**src/rtl/mem_burst_master_pkg.sv**
```systemverilog
// Shared widths for the layer controller memory port and the burst master.
package mem_burst_master_pkg;
    localparam int LC_MEM_ADDR_WIDTH = 30;
    localparam int LC_MEM_DATA_WIDTH = 32;
    localparam int TMO_W             = 8;
endpackage

```
**src/rtl/mem_burst_master.sv**
```systemverilog
// Burst initiator: one 4-phase MEM_REQ/MEM_ACK_IN transaction per word,
// write data in and read data out over ready/valid, per-word ack timeout.
module mem_burst_master
    import mem_burst_master_pkg::*;
#(
    parameter int ADDR_WIDTH = LC_MEM_ADDR_WIDTH,
    parameter int DATA_WIDTH = LC_MEM_DATA_WIDTH,
    parameter int LEN_WIDTH  = 20,
    parameter int TIMEOUT    = 255
) (
    input  logic                  CLK,
    input  logic                  RESETn,
    input  logic                  CMD_REQ,
    input  logic                  CMD_WRITE,
    input  logic [ADDR_WIDTH-1:0] CMD_ADDR,
    input  logic [LEN_WIDTH-1:0]  CMD_LEN,
    output logic                  CMD_ACK,
    output logic                  CMD_ERR,
    input  logic [DATA_WIDTH-1:0] WR_DATA,
    input  logic                  WR_VALID,
    output logic                  WR_READY,
    output logic [DATA_WIDTH-1:0] RD_DATA,
    output logic                  RD_VALID,
    input  logic                  RD_READY,
    output logic [ADDR_WIDTH-1:0] MEM_ADDR,
    output logic [DATA_WIDTH-1:0] MEM_DATA_OUT,
    output logic                  MEM_REQ,
    output logic                  MEM_WRITE,
    input  logic [DATA_WIDTH-1:0] MEM_DATA_IN,
    input  logic                  MEM_ACK_IN,
    output logic                  BUSY
);
    typedef enum logic [2:0] {
        S_IDLE, S_FETCH, S_ISSUE, S_REQ, S_RELEASE, S_DELIVER, S_NEXT, S_DONE
    } state_t;

    localparam logic [TMO_W-1:0] TMO_LAST = TMO_W'(TIMEOUT - 1);

    state_t                state_q, state_d;
    logic [ADDR_WIDTH-1:0] addr_q, addr_d;
    logic [LEN_WIDTH-1:0]  len_q, len_d;
    logic                  write_q, write_d;
    logic [TMO_W-1:0]      tmo_q, tmo_d;
    logic                  ack_q, ack_d;
    logic                  err_q, err_d;
    logic                  wr_ready_q, wr_ready_d;
    logic [DATA_WIDTH-1:0] rd_data_q, rd_data_d;
    logic                  rd_valid_q, rd_valid_d;
    logic [ADDR_WIDTH-1:0] mem_addr_q, mem_addr_d;
    logic [DATA_WIDTH-1:0] mem_dout_q, mem_dout_d;
    logic                  mem_req_q, mem_req_d;
    logic                  mem_write_q, mem_write_d;
    logic                  busy_q, busy_d;

    always_ff @(posedge CLK or negedge RESETn) begin
        if (!RESETn) begin
            state_q     <= S_IDLE;
            addr_q      <= '0;
            len_q       <= '0;
            write_q     <= 1'b0;
            tmo_q       <= '0;
            ack_q       <= 1'b0;
            err_q       <= 1'b0;
            wr_ready_q  <= 1'b0;
            rd_data_q   <= '0;
            rd_valid_q  <= 1'b0;
            mem_addr_q  <= '0;
            mem_dout_q  <= '0;
            mem_req_q   <= 1'b0;
            mem_write_q <= 1'b0;
            busy_q      <= 1'b0;
        end else begin
            state_q     <= state_d;
            addr_q      <= addr_d;
            len_q       <= len_d;
            write_q     <= write_d;
            tmo_q       <= tmo_d;
            ack_q       <= ack_d;
            err_q       <= err_d;
            wr_ready_q  <= wr_ready_d;
            rd_data_q   <= rd_data_d;
            rd_valid_q  <= rd_valid_d;
            mem_addr_q  <= mem_addr_d;
            mem_dout_q  <= mem_dout_d;
            mem_req_q   <= mem_req_d;
            mem_write_q <= mem_write_d;
            busy_q      <= busy_d;
        end
    end

    // err_q doubles as the abort flag: it is only set by a timeout and
    // only cleared when the next command is latched.
    always_comb begin
        state_d     = state_q;
        addr_d      = addr_q;
        len_d       = len_q;
        write_d     = write_q;
        tmo_d       = tmo_q;
        ack_d       = ack_q;
        err_d       = err_q;
        wr_ready_d  = wr_ready_q;
        rd_data_d   = rd_data_q;
        rd_valid_d  = rd_valid_q;
        mem_addr_d  = mem_addr_q;
        mem_dout_d  = mem_dout_q;
        mem_req_d   = mem_req_q;
        mem_write_d = mem_write_q;
        case (state_q)
            S_IDLE: if (CMD_REQ && !ack_q) begin
                addr_d  = CMD_ADDR;
                len_d   = CMD_LEN;
                write_d = CMD_WRITE;
                err_d   = 1'b0;
                if (CMD_WRITE) begin
                    wr_ready_d = 1'b1;
                    state_d    = S_FETCH;
                end else begin
                    state_d = S_ISSUE;
                end
            end
            S_FETCH: if (WR_VALID && wr_ready_q) begin
                mem_dout_d = WR_DATA;
                wr_ready_d = 1'b0;
                state_d    = S_ISSUE;
            end
            S_ISSUE: begin
                mem_addr_d  = addr_q;
                mem_write_d = write_q;
                mem_req_d   = 1'b1;
                tmo_d       = '0;
                state_d     = S_REQ;
            end
            S_REQ: begin
                if (MEM_ACK_IN) begin
                    mem_req_d = 1'b0;
                    if (!write_q) rd_data_d = MEM_DATA_IN;
                    state_d = S_RELEASE;
                end else if (tmo_q == TMO_LAST) begin
                    mem_req_d = 1'b0;
                    err_d     = 1'b1;
                    state_d   = S_RELEASE;
                end else begin
                    tmo_d = tmo_q + TMO_W'(1);
                end
            end
            S_RELEASE: if (!MEM_ACK_IN) begin
                if (err_q) begin
                    ack_d   = 1'b1;
                    state_d = S_DONE;
                end else if (!write_q) begin
                    rd_valid_d = 1'b1;
                    state_d    = S_DELIVER;
                end else begin
                    state_d = S_NEXT;
                end
            end
            S_DELIVER: if (RD_READY) begin
                rd_valid_d = 1'b0;
                state_d    = S_NEXT;
            end
            S_NEXT: begin
                if (len_q == '0) begin
                    ack_d   = 1'b1;
                    state_d = S_DONE;
                end else begin
                    addr_d = addr_q + ADDR_WIDTH'(1);
                    len_d  = len_q - LEN_WIDTH'(1);
                    if (write_q) begin
                        wr_ready_d = 1'b1;
                        state_d    = S_FETCH;
                    end else begin
                        state_d = S_ISSUE;
                    end
                end
            end
            S_DONE: if (!CMD_REQ) begin
                ack_d   = 1'b0;
                state_d = S_IDLE;
            end
            default: state_d = S_IDLE;
        endcase
        busy_d = (state_d != S_IDLE);
    end

    assign CMD_ACK      = ack_q;
    assign CMD_ERR      = err_q;
    assign WR_READY     = wr_ready_q;
    assign RD_DATA      = rd_data_q;
    assign RD_VALID     = rd_valid_q;
    assign MEM_ADDR     = mem_addr_q;
    assign MEM_DATA_OUT = mem_dout_q;
    assign MEM_REQ      = mem_req_q;
    assign MEM_WRITE    = mem_write_q;
    assign BUSY         = busy_q;
endmodule
```
**config.mk**
```make
export PLATFORM = sky130hd
export DESIGN_NAME = mem_burst_master
export DESIGN_NICKNAME = d
export VERILOG_FILES = /design/src/rtl/mem_burst_master_pkg.sv /design/src/rtl/mem_burst_master.sv
export SDC_FILE = /design/constraint.sdc
export NUM_CORES = 1
export LEC_CHECK = 0
export BUFFER_PORTS_ARGS = -buffer_cell sky130_fd_sc_hd__buf_2
export CAP_MARGIN = 40
export CORE_MARGIN = 2
export CORE_UTILIZATION = 45
export DETAILED_ROUTE_END_ITERATION = 7
export GPL_TIMING_DRIVEN = 0
export PLACE_DENSITY = 0.74
export SLEW_MARGIN = 20
export SYNTH_ARGS = -nofsm -noshare
export SYNTH_HDL_FRONTEND = slang
export SYNTH_SLANG_ARGS = --single-unit
```
**constraint.sdc**
```tcl
create_clock -name CLK -period 2.5 [get_ports CLK]
set_clock_uncertainty 0.05 [all_clocks]
set_input_delay 0.125 -clock CLK [delete_from_list [all_inputs] [get_ports CLK]]
set_output_delay 0.125 -clock CLK [all_outputs]
set_load 0.02 [all_outputs]
```
==> summary.md, run 1 <==
| Metric | Value |
|---|---|
| Status | `completed` |
| Area grow syn2layout | `40.2%` |
| Top-area cell type share of the netlist area | `a little over half` |
| DIE WIDTH | `135 um` |
| Syn Area/Cell | `10.9 um2` |
| Post-Synthesis Cells | `just over 700` |
| Crit path kind | `register to register` |
| Async SR Flop Fraction | `100%` |
| Arrival time at the worst endpoint | `2.74 ns` |
| Placed Cells | `between 1000 and 1500` |
| Die area | `0.0183 mm2` |
| NumNets Final | `roughly 1200` |
| CP max FO | `6` |
| Vias per std cell | `about 5.8` |
| Pwr/cell area | `1230 mW/mm2` |
| Routed WL | `roughly 24 mm` |
| Final min period | `2.47 ns` |
| Skew-Pair Late Insertion Delay | `0.43 ns` |
| Placement Rows | `47` |
| Max-slew violations | `0` |
| Number of CTS-inserted buffers | `17` |
| Initial core utilization | `46.4%` |
| DRC violations left | `0` |
| Synth top cells by count | `dfrtp_1, mux2_2, nand2_1` |
| Worst hold-check path type | `input pin to register` |
| Gr usage total | `27.0%` |
| Dominant cells by area after synthesis | `dfrtp_1, mux2_2, a21oi_1, nand2_1, nor2_1` |
| Clk sinks | `between 150 and 200` |
| Pre-antenna DRT Iters | `5` |
| # setup viols final | `0` |
| Syn_nets | `836` |
| Unique masters post-synth | `64` |
| Top-Level Pins | `between 200 and 250` |
| Wl on met1 | `10.1 mm` |
| H-tree Lvls | `4` |
| GPL Wtd Cong | `between 0.9 and 1` |
| Final period util | `99.0%` |
| Final WS setup | `0.0258 ns` |
| CTS tree | `yes` |
| Critical Path RT | `between 2 and 3 ns` |
| Leak | `4.87 nW` |
| Initial antenna violation count | `1` |
| Chip Height | `roughly 140 um` |
| Input/output buffers | `220` |
| Overall power | `0.0134 W` |
| WL/cell | `19.1 um` |
| Synth area leader | `dfrtp_1` |
| Final hold slack | `0.0175 ns` |
| Detailed Route Iter0 Violations | `approximately 800` |
| Worst slack, placed | `-0.272 ns` |
| Worst Tran Pin Value | `0.883 ns` |
| CTS clk-pin slew, worst paths | `about 0.070 ns` |
| Post-synthesis register bit count | `163` |
| Worst setup SP type | `register` |
| Top routing layer used | `met4` |
| Peak supply drop | `737 uV` |
| Final TNS setup | `0 ns` |
| Hold Vio Cnt, Final | `0` |
| Highest clock rate | `404 MHz` |
| Max_cap viols | `0` |
| WL met2 | `11.8 mm` |
| Crit. End Element | `register` |
| Vias in the first global route | `around 7300` |
| Top FF cell, synth | `dfrtp_1` |
| Core area | `between 0.015 and 0.02 mm2` |
| Sequential share of the synthesized area | `52.6%` |
| CTS Root Cell | `clkbuf_16` |
| Largest net degree at the start of global routing | `57` |
| Synth warn | `0` |
| Rel. slew slack | `40.6%` |
| Most frequent cell after synthesis | `dfrtp_1` |
| Total grt overflow | `0` |
| Netlist Area Pre-Place | `0.00775 mm2` |
| Post-synth EDFFs | `0` |
| RSZ-0062 raised after global routing | `no` |
| Share of cells above drive strength 1 | `37.7%` |
| Detailed placement HPWL | `16.3 mm` |
| First-pass GRT wire length | `38.3 mm` |
| Clock buffer depth | `2` |
| Non-filler cells, final | `about 1300` |
| Post-DRT Antenna Nets | `0` |
| Vias post-DR | `7399` |
| Metal3 WL | `1.69 mm` |
[through the flow]
step           cell area (um2)  utilization (%)
2_1_floorplan             7750                -
3_3_place_gp              9120             54.6
3_5_place_dp              9200             55.1
4_1_cts                  10800             64.7
5_1_grt                  10900             65.0
6_report                 10900             65.0
[metal layers]
metal / vias to the layer above / global-route usage (%)
li1: 3333 / -
met1: 3639 / 35.6
met2: 354 / 42.7
met3: 73 / 5.27
met4: 0 / 13.7
met5: - / 0
[critical path: stages, from the launching register on]
cell and delay, ns:
dfrtp_2 0.45, or4_4 0.59, or4_4 0.52, o21ai_4 0.27, buf_4 0.18, nor2_1 0.05, a211o_1 0.26
[registers in the layout, indices dropped and copies added (netlist names), 3 cells and up]
name          count
MEM_DATA_OUT     32
RD_DATA          32
MEM_ADDR         30
addr_q           30
len_q            20
tmo_q             8
state_q           3
[cells in the final DEF, fill, tap and decap left out, types with 8 or more instances in the layout]
| cell type | n |
|---|---|
| nand3_1 | 26 |
| mux2_2 | 95 |
| a21oi_1 | 49 |
| dfrtp_1 | 162 |
| clkbuf_16 | 17 |
| a31oi_1 | 10 |
| o22ai_1 | 14 |
| and3_1 | 14 |
| clkbuf_2 | 9 |
| nor2_1 | 51 |
| clkbuf_1 | 13 |
| o22a_1 | 9 |
| dlygate4sd3_1 | 96 |
| nor4_1 | 8 |
| o21ai_0 | 34 |
| nand2_1 | 52 |
| buf_2 | 230 |
| nor3_1 | 14 |
| nand4_1 | 12 |
[report_power, final]
| part | total, W | switching (W) | internal (W) |
|---|---|---|---|
| Combinational | 0.00580 | 0.00332 | 0.00248 |
| Sequential | 0.00492 | 0.00102 | 0.00390 |
| Clock | 0.00267 | 0.00115 | 0.00152 |
| Total | 0.0134 | 0.00550 | 0.00790 |
[path summary, 6_finish.rpt]
kind	to	slack [ns]	depth (start not counted)	startpoint
setup / recovery	len_q[18]	0.03	6	len_q[11]
hold / removal	addr_q[13]	0.02	4	CMD_ADDR[13]
setup reg to reg	len_q[18]	0.03	6	len_q[11]
hold reg to reg	MEM_REQ	0.45	1	MEM_REQ
max in group asynchronous	tmo_q[7]	1.33	4	RESETn
min in group asynchronous	MEM_ADDR[7]	0.17	2	RESETn
[logic make-up after synthesis]
| kind of cell | count (synthesis) | synth area share [%] |
|---|---|---|
| adders and majority gates | 4 | 0.646 |
| muxes | 98 | 14.2 |
| and+or+nand+nor | 212 | 13.7 |
| DFF | 163 | 52.6 |
| xor gates and xnor gates | 6 | 0.678 |
| buffers and inverters | 52 | 3.10 |
| AOI/OAI and AO/OA | 176 | 15.0 |
[cell type report]
type / instances / area, um2
Clock inverter: 12 / 146
Antenna cell: 2 / 5.00
Inverter: 8 / 30.0
Tap cell: 220 / 275
Sequential cell: 163 / 4080
Buffer: 43 / 241
Timing Repair Buffer: 322 / 2150
Clock buffer: 19 / 443
Multi-Input combinational cell: 496 / 3490
Fill cell: 1277 / 5840
[timing repair]
item / CTS / global route
setup endpoints to repair: 97 / 92
endpoints found under the hold margin: 203 / 0
gates resized for setup: 16 / 19
buffers inserted: 2 / 1
hold buffers: 96 / 0
pin swaps: 1 / 1
Note: power is estimated with default switching activity, not from simulation.
==> run 2, diff against run 1 <==
--- a/config.mk
+++ b/config.mk
@@ -10,7 +10,6 @@
 export CORE_MARGIN = 2
 export CORE_UTILIZATION = 45
 export DETAILED_ROUTE_END_ITERATION = 7
-export GPL_TIMING_DRIVEN = 0
 export PLACE_DENSITY = 0.74
 export SLEW_MARGIN = 20
 export SYNTH_ARGS = -nofsm -noshare
==> run 2 against run 1 <==
  * Power is 0.13% lower
  * Sequential share of layout area rose by 0.058 points
  * Die area stayed put
  * Via count shrank 4.3%
  * First-iteration DRC count down 31%
  * Critical path type unchanged
==> summary.md, run 2 (synthesis results as in run 1) <==
| Metric | Value |
|---|---|
| Pre-antenna DRT Iters | `5 (unchanged)` |
| HP Start | `CMD_ADDR[15]` |
| Total grt overflow | `0 (unchanged)` |
| Worst setup SP type | `register` |
| Peak supply drop | `641 uV (-13%)` |
| WL/cell | `17.9 um (-5.9%)` |
| Chip Height | `135 um (unchanged)` |
| Area grow syn2layout | `39.9%` |
| Worst Tran Pin Value | `0.628 ns (-0.255 ns)` |
| Hold Path End | `addr_q[15]` |
| Clk sinks | `163 (unchanged)` |
| CP max FO | `13 (+7)` |
| Detailed placement HPWL | `15.0 mm (-7.7%)` |
| R2r startpoint | `len_q[13]` |
| Input/output buffers | `221 (+0.45%)` |
| FF-to-FF path depth | `6 (unchanged)` |
| Top-Level Pins | `222 (unchanged)` |
| Most frequent cells in the layout | `buf_2, dfrtp_1, mux2_2, dlygate4sd3_1, nand2_1` |
| Crit. End Element | `register` |
| CTS clk-pin slew, worst paths | `0.07 ns (about the same)` |
| FILL cells | `1316 (+3.1%)` |
| Rel. slew slack | `58.1% (+18 points)` |
| DIE WIDTH | `135 um (unchanged)` |
| Most common cell after layout, fill and taps aside | `buf_2` |
| Vias in the first global route | `7128 (-2.6%)` |
| Skew-Pair Late Insertion Delay | `0.43 ns (about the same)` |
| CTS Hold Bufs | `95 (-1.0%)` |
| Final hold slack | `0.0116 ns (-0.00593 ns)` |
| Pwr/cell area | `1230 mW/mm2 (about the same)` |
| CTS Root Cell | `clkbuf_16` |
| Overall power | `0.0134 W (-0.13%)` |
| Register area | `0.00408 mm2 (about the same)` |
| Layout Utilization | `64.9% (-0.12 points)` |
| Gr usage total | `25.3% (-1.7 points)` |
| Hold Vio Cnt, Final | `0 (unchanged)` |
| Initial core utilization | `46.4% (unchanged)` |
| Post-CTS Resized | `0 (-16)` |
| Multi-input logic area | `0.00345 mm2 (-1.1%)` |
| Critical Path RT | `2.78 ns (+0.02 ns)` |
| Clock buffer depth | `2 (unchanged)` |
| Largest net degree at the start of global routing | `76 (+33%)` |
| Worst hold-check path type | `input pin to register` |
| Placement Rows | `47 (unchanged)` |
| GPL Wtd Cong | `0.863 (-7.6%)` |
| FF-to-FF End | `addr_q[28]` |
| Reg2reg setup slack | `0.11 ns (+0.09 ns)` |
| Final period util | `95.5% (-3.5 points)` |
| Dpl cell area | `0.00926 mm2 (+0.71%)` |
| Post-DRT Antenna Nets | `0 (unchanged)` |
| Number of CTS-inserted buffers | `17 (unchanged)` |
| Status | `completed` |
| Detailed Route Iter0 Violations | `548 (-31%)` |
| Crit path kind | `register to register` |
| Die area | `0.0183 mm2 (unchanged)` |
| Core area | `0.0167 mm2 (unchanged)` |
| DRC violations left | `0 (unchanged)` |
| Post-route cell area | `0.0108 mm2 (-0.19%)` |
| Arrival time at the worst endpoint | `2.66 ns (-0.08 ns)` |
| Highest clock rate | `419 MHz (+3.6%)` |
| # setup viols final | `0 (unchanged)` |
| Max_cap viols | `0 (unchanged)` |
| CTS tree | `yes` |
| Post-CTS setup buffers | `0 (-2)` |
| RSZ-0062 raised after global routing | `no` |
| Routed WL | `22.8 mm (-7.0%)` |
| NumNets Final | `1159 (-1.4%)` |
| Max-slew violations | `0 (unchanged)` |
| Final min period | `2.39 ns (-0.0870 ns)` |
| Worst Hold Depth | `4 (unchanged)` |
| Share of cells above drive strength 1 | `37.8% (+0.099 points)` |
| First-pass GRT wire length | `36.3 mm (-5.2%)` |
| H-tree Lvls | `4 (unchanged)` |
| Initial antenna violation count | `1 (unchanged)` |
| Final TNS setup | `0 ns (unchanged)` |
| Leak | `4.85 nW (-0.41%)` |
| Vias per std cell | `5.58 (-3.1%)` |
| Vias post-DR | `7082 (-4.3%)` |
-- run 2: cell count changes in the layout (fill, tap and decap cells not counted), moves of 2 or more --
cell      delta
clkbuf_1    -12
buf_1        -2
buf_12       +6
clkbuf_2     -9
buf_2       -10
nor3b_4      -2
buf_6        -4
buf_16       -2
clkbuf_4     -2
buf_4       +20
-- run 2: routing by layer --
layer | up-vias | GRT usage (%) | wire [um]
li1 | 3288 | - | -
met1 | 3461 | 32.8 | 9470
met2 | 285 | 41.3 | 11300
met3 | 48 | 5.87 | 1350
met4 | 0 | 10.1 | 633
met5 | - | 0 | 0
-- run 2: final cells by class --
class                   count  share of cell area, %
inverters                   8                  0.277
diodes                      2                 0.0462
repair buffers            348                   21.9
flip-flops and latches    163                   37.6
clock inverters            13                   1.68
well taps                 220                   2.54
clock buffers              19                   4.09
multi-input cells         496                   31.8
-- run 2: per-stage QoR --
step	setup slack, ns	instances
detailed placement	0.107	1140
global placement	0.160	1140
finish	0.113	1269
floorplan	0.188	711
CTS	0.105	1267
global route	0.00227	1268
-- run 2: worst max path at each step --
stage	from	end	slack [ns]	cells after the start
after detailed placement	len_q[13]	addr_q[28]	0.11	6
final	len_q[13]	addr_q[28]	0.11	6
after global placement	len_q[13]	len_q[4]	0.16	6
after global routing	len_q[0]	addr_q[19]	0.002	8
after floorplan	len_q[11]	len_q[17]	0.19	6
after CTS	len_q[12]	addr_q[28]	0.11	6
-- run 2: power by group --
group | leakage, nW | switching (W) | internal (W) | total, W
sequential | 1.93 | 0.00101 | 0.00390 | 0.00491
combinational | 2.62 | 0.00320 | 0.00249 | 0.00568
clock | 0.308 | 0.00116 | 0.00164 | 0.00279
-- run 2: worst max-delay path, cell delays in order (launching register included) --
cell and delay, ns:
dfrtp_1 0.40, or4_4 0.56, or4_4 0.52, o21a_1 0.23, buf_4 0.20, mux2i_1 0.13, a311oi_1 0.20
==> run 3, diff against run 2 <==
--- a/config.mk
+++ b/config.mk
@@ -5,7 +5,7 @@
 export SDC_FILE = /design/constraint.sdc
 export NUM_CORES = 1
 export LEC_CHECK = 0
-export BUFFER_PORTS_ARGS = -buffer_cell sky130_fd_sc_hd__buf_2
+export BUFFER_PORTS_ARGS = -buffer_cell sky130_fd_sc_hd__buf_4
 export CAP_MARGIN = 40
 export CORE_MARGIN = 2
 export CORE_UTILIZATION = 45
==> run 3 against run 2 <==
  * Clock power down 8.2%
  * Maximum frequency decreased by 1.4%
  * Die area unchanged
  * Power rose by 2.5%
  * Non-clock buffer count rose by 6
  * Critical path type unchanged
  * Setup slack worse by 0.034 ns
  * Combinational power rose by 9.3%
==> summary.md, run 3 (synthesis results as in run 1) <==
| Metric | Value |
|---|---|
| DIE WIDTH | `135 um (unchanged)` |
| H-tree Lvls | `4 (unchanged)` |
| Placement Rows | `47 (unchanged)` |
| Max_cap viols | `0 (unchanged)` |
| Top-Level Pins | `222 (unchanged)` |
| Post-route cell area | `0.0113 mm2 (+4.7%)` |
| Sequential share of power | `36.1% (-0.6 points)` |
| Most frequent cells in the layout | `buf_4, dfrtp_1, dlygate4sd3_1` |
| Crit. End Element | `register` |
| Routed WL | `23.4 mm (+2.6%)` |
| Register area | `0.00408 mm2 (unchanged)` |
| Initial core utilization | `46.4% (unchanged)` |
| Core area | `0.0167 mm2 (unchanged)` |
| Highest clock rate | `413 MHz (-1.4%)` |
| Hold Vio Cnt, Final | `0 (unchanged)` |
| Total grt overflow | `0 (unchanged)` |
| Area grow syn2layout | `46.5%` |
| NumNets Final | `1165 (+0.52%)` |
| Skew-Pair Late Insertion Delay | `0.42 ns (about the same)` |
| Switch Pwr | `0.00543 W (+1.3%)` |
| Final period util | `96.9% (+1.4 points)` |
| Detailed placement HPWL | `15.2 mm (+1.3%)` |
| WL/cell | `18.3 um (+2.2%)` |
| Crit path kind | `register to register` |
| Dpl cell area | `0.00980 mm2 (+5.9%)` |
| Wl on met1 | `9.73 mm (+2.7%)` |
| CP max FO | `16 (+3)` |
| Die area | `0.0183 mm2 (unchanged)` |
| # setup viols final | `0 (unchanged)` |
| Critical Path RT | `2.76 ns (-0.02 ns)` |
| Leak | `5.02 nW (+3.6%)` |
| CP cell instances | `or4_4 -> or4_4 -> o21a_1 -> buf_6 -> buf_4 -> a22o_1` |
| Top routing layer used | `met4` |
| Peak supply drop | `749 uV (+17%)` |
| WL met2 | `11.9 mm (+4.9%)` |
| Worst hold-check path type | `input pin to register` |
| R2r startpoint | `len_q[13]` |
| Setup crit start | `len_q[13]` |
| Largest net degree at the start of global routing | `51 (-33%)` |
| Post-DRT Antenna Nets | `0 (unchanged)` |
| Rel. slew slack | `66.0% (+7.8 points)` |
| Chip Height | `135 um (unchanged)` |
| Worst path bufs/invs | `2 (+1)` |
| CTS tree | `yes` |
| Pre-antenna DRT Iters | `5 (unchanged)` |
| Worst Tran Pin Value | `0.498 ns (-0.131 ns)` |
| Vias in the first global route | `7153 (+0.35%)` |
| Max incr delay on CP | `0.56 ns (about the same)` |
| Clk sinks | `163 (unchanged)` |
| Combinational share of power | `45.3% (+2.8 points)` |
| Arrival time at the worst endpoint | `2.68 ns (+0.02 ns)` |
| Most common cell after layout, fill and taps aside | `buf_4` |
| DRC violations left | `0 (unchanged)` |
| Worst setup SP type | `register` |
| Pint | `0.00828 W (+3.2%)` |
| Status | `completed` |
| Max-slew violations | `0 (unchanged)` |
| FILL cells | `1254 (-4.7%)` |
| GPL Wtd Cong | `0.843 (-2.2%)` |
| Pwr/cell area | `1210 mW/mm2 (-2.1%)` |
| Critical path's most frequent cell | `or4_4` |
| Switching part of the total power | `39.6% (-0.45 points)` |
| Final TNS setup | `0 ns (unchanged)` |
| Metal3 WL | `1.14 mm (-15%)` |
| Number of CTS-inserted buffers | `17 (unchanged)` |
| Multi-input logic area | `0.00345 mm2 (+0.11%)` |
| CTS Root Cell | `clkbuf_16` |
| Crit-path leading delay family | `simple AND/OR/NAND/NOR gates` |
| Gr usage total | `26.1% (+0.80 points)` |
| Input/output buffers | `221 (unchanged)` |
| RSZ-0062 raised after global routing | `no` |
| Detailed Route Iter0 Violations | `578 (+5.5%)` |
| HP Start | `CMD_ADDR[7]` |
| Clock buffer depth | `2 (unchanged)` |
| Vias post-DR | `7080 (-0.028%)` |
| Initial antenna violation count | `0 (-1)` |
| Clock share of power | `18.6% (-2.3 points)` |
| Slowest stage cell, crit path | `or4_4` |
| Share of cells above drive strength 1 | `38.2% (+0.39 points)` |
| Final min period | `2.42 ns (+0.0342 ns)` |
| CTS clk-pin slew, worst paths | `0.07 ns (about the same)` |
| Layout Utilization | `68.0% (+3.0 points)` |
| First-pass GRT wire length | `37.3 mm (+2.6%)` |
| Vias per std cell | `5.56 (-0.42%)` |
==> run 3: cell types whose count changed in the layout (fill, tap and decap cells not counted), moves of 2 or more <==
cell | previous run | this run
buf_2 | 220 | 0
inv_6 | 6 | 8
buf_12 | 6 | 3
buf_4 | 26 | 253
bufinv_16 | 3 | 1
clkinvlp_4 | 0 | 2
==> run 3: repair_timing <==
item | in CTS | in global routing
buffers inserted | 0 | 1
hold endpoints to repair | 145 | 0
hold buffers | 96 | 0
resized for setup | 0 | 2
setup endpoints to repair | 0 | 9
==> run 3: layout make-up <==
| cell class | instances | share of cell area [%] |
|---|---|---|
| clock inverters | 14 | 1.23 |
| repair buffers | 354 | 25.9 |
| multi-input cells | 496 | 30.4 |
| inverters | 8 | 0.265 |
| clock buffers | 17 | 3.75 |
| well taps | 220 | 2.43 |
| diodes | 2 | 0.0441 |
| flip-flops and latches | 163 | 35.9 |
==> run 3: final timing paths <==
check,slack (ns),endpoint,cells after the start
max,0.08,addr_q[13],6
min,0.007,addr_q[7],3
max reg2reg,0.08,addr_q[13],6
min reg2reg,0.44,len_q[10],1
max in group asynchronous,1.52,len_q[11],3
min in group asynchronous,0.14,MEM_ADDR[10],2
==> run 3: power groups by stage <==
stage	clock network (W)	registers [W]	logic, W
after floorplan	0	0.00569	0.00273
after global placement	0	0.00487	0.00590
after detailed placement	0	0.00491	0.00602
after CTS	0.00260	0.00489	0.00615
after global routing	0.00271	0.00512	0.00665
final	0.00256	0.00495	0.00621
==> run 3: layer usage <==
metal  vias to the layer above  track usage, %
met5                         -               0
li1                       3323               -
met3                        40            4.79
met2                       256            43.2
met4                         0            10.0
met1                      3461            34.3
==> run 3: worst reg2reg max path, cell delays in order, from the launching register on <==
cell	delay, ns
dfrtp_1	0.41
or4_4	0.56
or4_4	0.52
o21a_1	0.21
buf_6	0.16
buf_4	0.19
a22o_1	0.21
==> run 3: per-stage QoR <==
stage	hold WS [ns]	power [W]	std cells	setup slack (ns)
global route	0.0226	0.0145	1272	0.00246
detailed placement	0.0329	0.0109	1144	0.0658
floorplan	-0.221	0.00842	711	0.188
global placement	0.0416	0.0108	1144	0.113
CTS	0.000729	0.0136	1271	0.0513
finish	0.00718	0.0137	1274	0.0786
